`config.mk`:
```
export PLATFORM = sky130hd
export DESIGN_NAME = hwce_wload_streamer
export DESIGN_NICKNAME = d
export VERILOG_FILES = /design/src/rtl/hwce_wload_streamer.sv
export SDC_FILE = /design/constraint.sdc
export NUM_CORES = 1
export LEC_CHECK = 0
export CELL_PAD_IN_SITES_DETAIL_PLACEMENT = 0
export CELL_PAD_IN_SITES_GLOBAL_PLACEMENT = 2
export CORE_UTILIZATION = 25
export CTS_CLUSTER_SIZE = 40
export DETAILED_ROUTE_END_ITERATION = 10
export GPL_ROUTABILITY_DRIVEN = 0
export PLACE_DENSITY_LB_ADDON = 0.1
export SLEW_MARGIN = 20
export SYNTH_ARGS = -nofsm -noshare
export SYNTH_HDL_FRONTEND = slang
export SYNTH_SLANG_ARGS = --single-unit
```
`constraint.sdc`:
```
create_clock -name clk -period 2.3 [get_ports clk]
set_clock_uncertainty 0.05 [all_clocks]
set_input_delay 0.46 -clock clk [delete_from_list [all_inputs] [get_ports clk]]
set_output_delay 0.46 -clock clk [all_outputs]
set_load 0.005 [all_outputs]
```
`src/rtl/hwce_wload_streamer.sv`:
```
`default_nettype none
// ============================================================================
// hwce_wload_streamer: valid/ready weight stream -> TCDM write requests at
// consecutive word addresses. Optional HWCE_WLOAD_CHECKSUM_EN adds chk_xor.
// Revision: 1.0
// ============================================================================
module hwce_wload_streamer #(
  parameter int ADDR_WIDTH      = 32,
  parameter int DATA_WIDTH      = 64,
  parameter int CNT_WIDTH       = 16,
  parameter int MAX_OUTSTANDING = 4
) (
  input  logic                    clk,
  input  logic                    rst_n,
  input  logic                    cfg_start,
  input  logic                    cfg_clear,
  input  logic [ADDR_WIDTH-1:0]   cfg_base_addr,
  input  logic [CNT_WIDTH-1:0]    cfg_n_words,
  input  logic                    in_valid,
  input  logic [DATA_WIDTH-1:0]   in_data,
  output logic                    in_ready,
  output logic                    tcdm_req,
  output logic [ADDR_WIDTH-1:0]   tcdm_add,
  output logic                    tcdm_wen,
  output logic [DATA_WIDTH-1:0]   tcdm_wdata,
  output logic [DATA_WIDTH/8-1:0] tcdm_be,
  input  logic                    tcdm_gnt,
  input  logic                    tcdm_r_valid,
  output logic                    busy,
  output logic                    done
`ifdef HWCE_WLOAD_CHECKSUM_EN
  ,
  output logic [DATA_WIDTH-1:0]   chk_xor
`endif
);

  localparam int BYTES = DATA_WIDTH / 8;
  localparam int OUT_W = $clog2(MAX_OUTSTANDING + 1);
  localparam logic [ADDR_WIDTH-1:0] STRIDE     = ADDR_WIDTH'(BYTES);
  localparam logic [ADDR_WIDTH-1:0] ALIGN_MASK = ~ADDR_WIDTH'(BYTES - 1);
  localparam logic [OUT_W:0]        MAX_OUT    = (OUT_W + 1)'(MAX_OUTSTANDING);

  typedef enum logic [1:0] {
    S_IDLE  = 2'd0,
    S_RUN   = 2'd1,
    S_DRAIN = 2'd2
  } state_e;

  state_e                state_q, state_d;
  logic [CNT_WIDTH-1:0]  n_q, n_d;
  logic [CNT_WIDTH-1:0]  accepted_q, accepted_d;
  logic [CNT_WIDTH-1:0]  issued_q, issued_d;
  logic [ADDR_WIDTH-1:0] addr_q, addr_d;
  logic [ADDR_WIDTH-1:0] add_q, add_d;
  logic [DATA_WIDTH-1:0] wdata_q, wdata_d;
  logic                  req_q, req_d;
  logic                  done_q, done_d;
  logic [OUT_W-1:0]      outst_q, outst_d;

  logic                  grant;
  logic                  accept;
  logic                  drain_done;
  logic                  rsp;
  logic [OUT_W:0]        committed;

  assign grant      = req_q & tcdm_gnt;
  assign rsp        = tcdm_r_valid & (outst_q != '0);
  // The held word counts against the window so grants never exceed MAX_OUTSTANDING.
  assign committed  = {1'b0, outst_q} + {{OUT_W{1'b0}}, req_q};
  assign in_ready   = (state_q == S_RUN) && (accepted_q < n_q) &&
                      (!req_q || tcdm_gnt) && (committed < MAX_OUT);
  assign accept     = in_valid & in_ready;
  assign drain_done = (state_q == S_DRAIN) && (outst_q == '0);

  assign tcdm_req   = req_q;
  assign tcdm_add   = add_q;
  assign tcdm_wdata = wdata_q;
  assign tcdm_wen   = 1'b0;
  assign tcdm_be    = '1;
  assign busy       = (state_q != S_IDLE);
  assign done       = done_q | drain_done;

  always_comb begin
    state_d    = state_q;
    n_d        = n_q;
    accepted_d = accepted_q;
    issued_d   = issued_q;
    addr_d     = addr_q;
    add_d      = add_q;
    wdata_d    = wdata_q;
    req_d      = req_q;
    done_d     = 1'b0;
    outst_d    = outst_q;

    if (grant && !rsp)      outst_d = outst_q + OUT_W'(1);
    else if (!grant && rsp) outst_d = outst_q - OUT_W'(1);

    case (state_q)
      S_IDLE: begin
        if (cfg_start) begin
          if (cfg_n_words != '0) begin
            n_d        = cfg_n_words;
            addr_d     = cfg_base_addr & ALIGN_MASK;
            accepted_d = '0;
            issued_d   = '0;
            state_d    = S_RUN;
          end else begin
            done_d = 1'b1;
          end
        end
      end
      S_RUN: begin
        if (accept) begin
          req_d      = 1'b1;
          add_d      = addr_q;
          wdata_d    = in_data;
          addr_d     = addr_q + STRIDE;
          accepted_d = accepted_q + CNT_WIDTH'(1);
        end else if (grant) begin
          req_d = 1'b0;
        end
        if (grant) issued_d = issued_q + CNT_WIDTH'(1);
        if ((issued_q == n_q) && !req_q) state_d = S_DRAIN;
      end
      S_DRAIN: begin
        if (outst_q == '0) state_d = S_IDLE;
      end
      default: state_d = S_IDLE;
    endcase

    if (cfg_clear) begin
      state_d    = S_IDLE;
      req_d      = 1'b0;
      accepted_d = '0;
      issued_d   = '0;
      outst_d    = '0;
      done_d     = 1'b0;
    end
  end

  always_ff @(posedge clk) begin
    if (!rst_n) begin
      state_q    <= S_IDLE;
      n_q        <= '0;
      accepted_q <= '0;
      issued_q   <= '0;
      addr_q     <= '0;
      add_q      <= '0;
      wdata_q    <= '0;
      req_q      <= 1'b0;
      done_q     <= 1'b0;
      outst_q    <= '0;
    end else begin
      state_q    <= state_d;
      n_q        <= n_d;
      accepted_q <= accepted_d;
      issued_q   <= issued_d;
      addr_q     <= addr_d;
      add_q      <= add_d;
      wdata_q    <= wdata_d;
      req_q      <= req_d;
      done_q     <= done_d;
      outst_q    <= outst_d;
    end
  end

`ifdef HWCE_WLOAD_CHECKSUM_EN
  logic [DATA_WIDTH-1:0] chk_q, chk_d;

  always_comb begin
    chk_d = chk_q;
    if (cfg_clear || ((state_q == S_IDLE) && cfg_start)) chk_d = '0;
    else if (grant)                                      chk_d = chk_q ^ wdata_q;
  end

  always_ff @(posedge clk) begin
    if (!rst_n) chk_q <= '0;
    else        chk_q <= chk_d;
  end

  assign chk_xor = chk_q;
`endif

endmodule
`default_nettype wire
```
==> results of run 1 <==
==> power by group <==
group	total (uW)	internal (uW)	switching, uW
registers	3250	3160	89.3
logic	1290	721	568
clock network	2750	1390	1360
==> how the worst max path moves through the flow <==
stage | from | to | slack [ps] | cells past startpoint
2_1_floorplan | n_q[13]$_SDFFE_PN0P_ | tcdm_add[11]$_SDFFE_PN0P_ | -30 | 11
3_3_place_gp | tcdm_gnt | in_ready | -750 | 6
3_5_place_dp | tcdm_gnt | in_ready | -800 | 6
4_1_cts | accepted_q[1]$_SDFFE_PP0P_ | in_ready | -480 | 6
5_1_grt | accepted_q[1]$_SDFFE_PP0P_ | in_ready | -520 | 6
6_report | accepted_q[1]$_SDFFE_PP0P_ | in_ready | -400 | 6
==> critical path: stages (launching register included) <==
cell	delay, ps
dfxtp_4	360
ha_4	230
a2111o_1	440
a311oi_4	270
nor2_2	80
nor3_2	220
buf_2	160
==> Yosys cell counts, types with 6 or more instances <==
| cell | instances | area share (%) |
|---|---|---|
| a31oi_1 | 8 | 0.60 |
| nand3_1 | 37 | 2.2 |
| buf_2 | 10 | 0.60 |
| inv_1 | 21 | 0.94 |
| nor4_1 | 9 | 0.67 |
| o21ai_0 | 41 | 2.5 |
| and3_1 | 14 | 1.0 |
| nand4_1 | 13 | 0.97 |
| or3_1 | 6 | 0.45 |
| ha_1 | 19 | 2.8 |
| nor2b_1 | 22 | 1.6 |
| nand2b_1 | 6 | 0.45 |
| mux2i_1 | 17 | 2.0 |
| clkbuf_1 | 49 | 2.2 |
| nor2_1 | 52 | 2.3 |
| buf_1 | 7 | 0.31 |
| nand2_1 | 267 | 12 |
| a21boi_0 | 85 | 7.6 |
| buf_4 | 12 | 1.1 |
| and2_1 | 9 | 0.67 |
| xnor2_1 | 9 | 0.94 |
| dfxtp_1 | 177 | 42 |
| nor3_1 | 9 | 0.54 |
| a21oi_1 | 48 | 2.9 |
| o31ai_1 | 12 | 1.1 |
| xor2_1 | 23 | 2.4 |
| a21boi_1 | 11 | 0.99 |
==> metal layers <==
layer  vias to the layer above  part of all wire (%)
met5                         -                     0
met4                         0                  0.86
met3                        12                   4.3
met2                       141                    46
met1                      3931                    49
li1                       4176                     -
==> logic make-up after synthesis <==
family          share of synthesized area (%)
buf+inv                                  5.13
xor+xnor                                 3.35
other cells                            0.0898
simple gates                             24.4
mux                                      2.03
fa+ha+maj                                3.08
compound gates                           19.6
flops                                    42.4
==> timing repair <==
item | CTS | global route
buffers inserted | 4 | 22
resized for setup | 25 | 378
pin swaps | 6 | 159
hold buffers | 0 | 0
cloned | 6 | 20
setup endpoints to repair | 144 | 146
==> metrics by stage <==
stage / worst slack (ps) / hold WS, ps / total power [uW] / util, % / cells
2_1_floorplan: -26.2 / 399 / 3710 / - / 1055
3_3_place_gp: -747 / 392 / 4260 / 35.7 / 1736
3_5_place_dp: -795 / 398 / 4260 / 35.7 / 1736
4_1_cts: -478 / 410 / 7120 / 38.2 / 1778
5_1_grt: -518 / 419 / 7630 / 43.1 / 1816
6_report: -399 / 398 / 7290 / 43.1 / 1816
==> flip-flops by register name, indices dropped and copies added (netlist names) <==
signal / flops
accepted_q: 16
addr_q: 29
done_q: 1
issued_q: 16
n_q: 16
outst_q: 3
state_q: 2
tcdm_add: 29
tcdm_req: 1
tcdm_wdata: 64
==> final cells by class <==
class | instances | area [um^2] | area share [%]
Clock buffer | 21 | 440 | 3.12
Tap cell | 442 | 553 | 3.92
Multi-Input combinational cell | 779 | 5380 | 38.1
Clock inverter | 11 | 85.1 | 0.603
Sequential cell | 177 | 3560 | 25.2
Timing Repair Buffer | 365 | 4010 | 28.4
Inverter | 21 | 78.8 | 0.559
==> results.sh, run 1 <==
export IMPL_path_class="flop to primary output"
export IMPL_synthCells=1045
export IMPL_fin_nets=1500
export IMPL_diodes=0
export IMPL_path_clk_slew_ps=70
export IMPL_grt_pass1_vias=7899
export IMPL_leakagePower_uw=0.00555
export IMPL_grt_first_pass_wirelength_mm=44.1
export IMPL_dieArea_um2=34200
export IMPL_clk_latency_ps=440
export IMPL_num_vias=8260
export IMPL_start_util_pct=25.6
export IMPL_final_cell_mix="clkdlybuf4s50_1 (210), nand2_1 (197), dfxtp_1 (169)"
export IMPL_r2r_cells=8
export IMPL_num_io_pins=228
export IMPL_core_um2=32700
export IMPL_wl_mm=30.6
export IMPL_antenna_found_initial=0
export IMPL_fin_area_um2=14100
export IMPL_drtPass1Iterations=4
export IMPL_syn_area_per_cell_um2=8.01
export IMPL_dpl_cell_area_um2=11700
export IMPL_clock_sinks=177
export IMPL_postRouteAntennaNets=0
export IMPL_ys_types=54
export IMPL_ys_flop_type="dfxtp_1"
export IMPL_crit_fanout=2
export IMPL_finalWorstSetupSlack_ps=-399
export IMPL_end_kind="primary output"
export IMPL_numCtsBuffers=17
export IMPL_nFillCells=3353
export IMPL_grt_usage_pct=16.6
export IMPL_regToRegStartpoint="accepted_q[1]$_SDFFE_PP0P_"
export IMPL_synth_edf_count=0
export IMPL_avgRoutedWirePerCell_um=16.8
export IMPL_layout_min_cycle_time_ps=2700
export IMPL_clockBufferDepth=2
export IMPL_portBuffers=212
export IMPL_min_path_cells=2
export IMPL_worst_ep_required_time_ps=1790
export IMPL_fmax_mhz=370
export IMPL_worstHoldStart="tcdm_wdata[46]$_SDFFE_PN0P_"
export IMPL_max_slew_margin_rel_pct=54.7
export IMPL_grtUsageMet1_pct=22.5
export IMPL_grt_start_max_net_pins=106
export IMPL_cts_root_buf="clkbuf_16"
export IMPL_drive_gt1_share_pct=27.6
export IMPL_drv_slew=0
export IMPL_ir_drop_uv=533
export IMPL_r2r_end="accepted_q[8]$_SDFFE_PP0P_"
export IMPL_area_delta_synth_final_pct=68.5
export IMPL_hold_viol=0
export IMPL_tns_ps=-30920
export IMPL_max_cap_violations=0
export IMPL_final_common_cell="clkdlybuf4s50_1"
export IMPL_seq_area_frac_synth_pct=42.4
export IMPL_holdPathEnd="tcdm_wdata[46]$_SDFFE_PN0P_"
export IMPL_drc=0
export IMPL_rsz0062_at_grt="yes"
export IMPL_hp_class="flop to flop"
export IMPL_cp_start_kind="flop"
export IMPL_vias_per_cell=4.55
export IMPL_drt_iter0_markers=408
export IMPL_use_met3_pct=3.91
export IMPL_die_y_um=185
export IMPL_status="finished, violations left"
export IMPL_cts_tree="done"
export IMPL_grtUsageMet2_pct=26.5
export IMPL_yosys_warnings=0
export IMPL_synth_seq_cells=177
export IMPL_num_rows=66
export IMPL_h_tree_depth=4
export IMPL_grt_overflow_total=0
export IMPL_setup_viol=139
export IMPL_worst_pin_slew_ps=680
export IMPL_netlist_area_um2=8370
export IMPL_min_period_over_period_pct=117
export IMPL_dpl_hpwl_mm=18.6
export IMPL_violations="setup timing"
export IMPL_die_w_um=185
export IMPL_r2r_setup_slack_ps=-360
export IMPL_synthArstFlopShare_pct=0
export IMPL_grt_busiest_layer="met2"
export IMPL_power_density_nw_per_um2=517
export IMPL_arrival_ps=2190
Note: power is estimated with default switching activity, not from simulation.
==> inputs of run 2 (changes only) <==
TNS_END_PERCENT = 30   (was not set)
==> run 2 against run 1 <==
The flow still finishes with violations (setup timing). Via count is 1.1% lower. Critical path depth stayed put. Critical path type unchanged. Combinational power is 11% lower. Sequential share of layout area is 1.1 points higher. Sequential cell count stayed put. First-iteration DRC count is 7.6% lower. Die area stayed put. Largest cell class unchanged. Final cell count is 0.61% lower. Clock power hardly changed. Largest power group unchanged. Core utilization is 1.8 points lower. Register-to-register slack better by 60 ps. Routed wire length is 3.0% lower. Critical endpoint unchanged.
==> results.sh, run 2 (synthesis gave the netlist of run 1 again) <==
export IMPL_status="finished, violations left"
export IMPL_violations="setup timing"
export IMPL_ir_drop_uv=532
export IMPL_rsz0062_at_grt="yes"
export IMPL_final_cell_mix="nand2_1 (233), clkdlybuf4s50_1 (210), dfxtp_1 (173)"
export IMPL_leakagePower_uw=0.00518
export IMPL_max_slew_margin_rel_pct=54.6
export IMPL_cts_hold_fix_buffers=0
export IMPL_grt_first_pass_wirelength_mm=44.1
export IMPL_power_density_nw_per_um2=529
export IMPL_finalWorstSetupSlack_ps=-403
export IMPL_clk_latency_ps=440
export IMPL_num_io_pins=228
export IMPL_num_rows=66
export IMPL_worst_ep_required_time_ps=1790
export IMPL_num_vias=8171
export IMPL_fin_nets=1489
export IMPL_path_clk_slew_ps=70
export IMPL_cp_start_kind="flop"
export IMPL_numCtsBuffers=17
export IMPL_diodes=0
export IMPL_drt_iter0_markers=377
export IMPL_crit_fanout=2
export IMPL_drive_gt1_share_pct=21.2
export IMPL_hp_class="flop to flop"
export IMPL_grt_usage_pct=16.6
export IMPL_end_kind="primary output"
export IMPL_clock_sinks=177
export IMPL_dp_cells=1736
export IMPL_arrival_ps=2190
export IMPL_path_class="flop to primary output"
export IMPL_whs_ps=399
export IMPL_dpl_hpwl_mm=18.6
export IMPL_cts_tree="done"
export IMPL_fin_util_pct=41.3
export IMPL_layout_min_cycle_time_ps=2700
export IMPL_clockBufferDepth=2
export IMPL_max_cap_violations=0
export IMPL_cts_root_buf="clkbuf_16"
export IMPL_die_y_um=185
export IMPL_portBuffers=212
export IMPL_antenna_found_initial=0
export IMPL_fin_cells=1805
export IMPL_place_ws_ps=-795
export IMPL_grt_overflow_total=0
export IMPL_vias_per_cell=4.53
export IMPL_dieArea_um2=34200
export IMPL_grt_start_max_net_pins=106
export IMPL_drtPass1Iterations=5
export IMPL_hold_viol=0
export IMPL_core_um2=32700
export IMPL_area_delta_synth_final_pct=61.4
export IMPL_die_w_um=185
export IMPL_avgRoutedWirePerCell_um=16.4
export IMPL_drv_slew=0
export IMPL_largest_register_ffs=64
export IMPL_fmax_mhz=370
export IMPL_setup_viol=140
export IMPL_start_util_pct=25.6
export IMPL_h_tree_depth=4
export IMPL_min_period_over_period_pct=118
export IMPL_wl_mm=29.7
export IMPL_postRouteAntennaNets=0
export IMPL_drc=0
export IMPL_worst_pin_slew_ps=681
export IMPL_final_common_cell="nand2_1"
export IMPL_grt_pass1_vias=7916
## run 2: power breakdown
part | total (uW) | internal [uW] | switching, uW | leakage, uW
Sequential | 3240 | 3160 | 79.8 | 0.00144
Combinational | 1150 | 648 | 507 | 0.00349
Clock | 2750 | 1390 | 1360 | 0.000248
Total | 7140 | 5200 | 1950 | 0.00518
## run 2: critical path, stage by stage (launching register included)
cell,delay (ps)
dfxtp_4,360
ha_4,220
a2111o_1,450
a311oi_4,270
nor2_2,80
nor3_2,220
buf_2,160
## run 2: layout make-up
cell class	count	area, um^2
Clock buffer	21	440
Multi-Input combinational cell	779	4970
Tap cell	442	553
Clock inverter	11	85.1
Sequential cell	177	3550
Fill cell	3414	19200
Timing Repair Buffer	354	3820
Inverter	21	78.8
## run 2: path summary, 6_finish.rpt
kind | start | to | slack (ps) | depth (start not counted)
setup / recovery | accepted_q[1]$_SDFFE_PP0P_ | in_ready | -400 | 6
hold / removal | tcdm_wdata[46]$_SDFFE_PN0P_ | tcdm_wdata[46]$_SDFFE_PN0P_ | 400 | 2
setup reg to reg | accepted_q[1]$_SDFFE_PP0P_ | accepted_q[15]$_SDFFE_PP0P_ | -300 | 9
hold reg to reg | tcdm_wdata[46]$_SDFFE_PN0P_ | tcdm_wdata[46]$_SDFFE_PN0P_ | 400 | 2
## run 2: through the flow
step	instance area, um^2	setup TNS [ps]	total power [uW]
global route	13500	-41920	7480
detailed placement	11700	-68760	4260
finish	13500	-25670	7140
floorplan	8410	-1060	3710
CTS	12500	-31290	7120
global placement	11700	-67500	4260
## run 2: metal layers
metal,track usage (%),wire [um]
met5,0,0
met4,3.80,225
met2,26.6,13400
met3,3.91,1290
met1,22.5,14700
## run 2: what timing repair did
item	in CTS	in global routing
buffers inserted	3	16
pin swaps	6	81
setup endpoints to repair	144	165
cloned	6	13
gates resized for setup	21	253
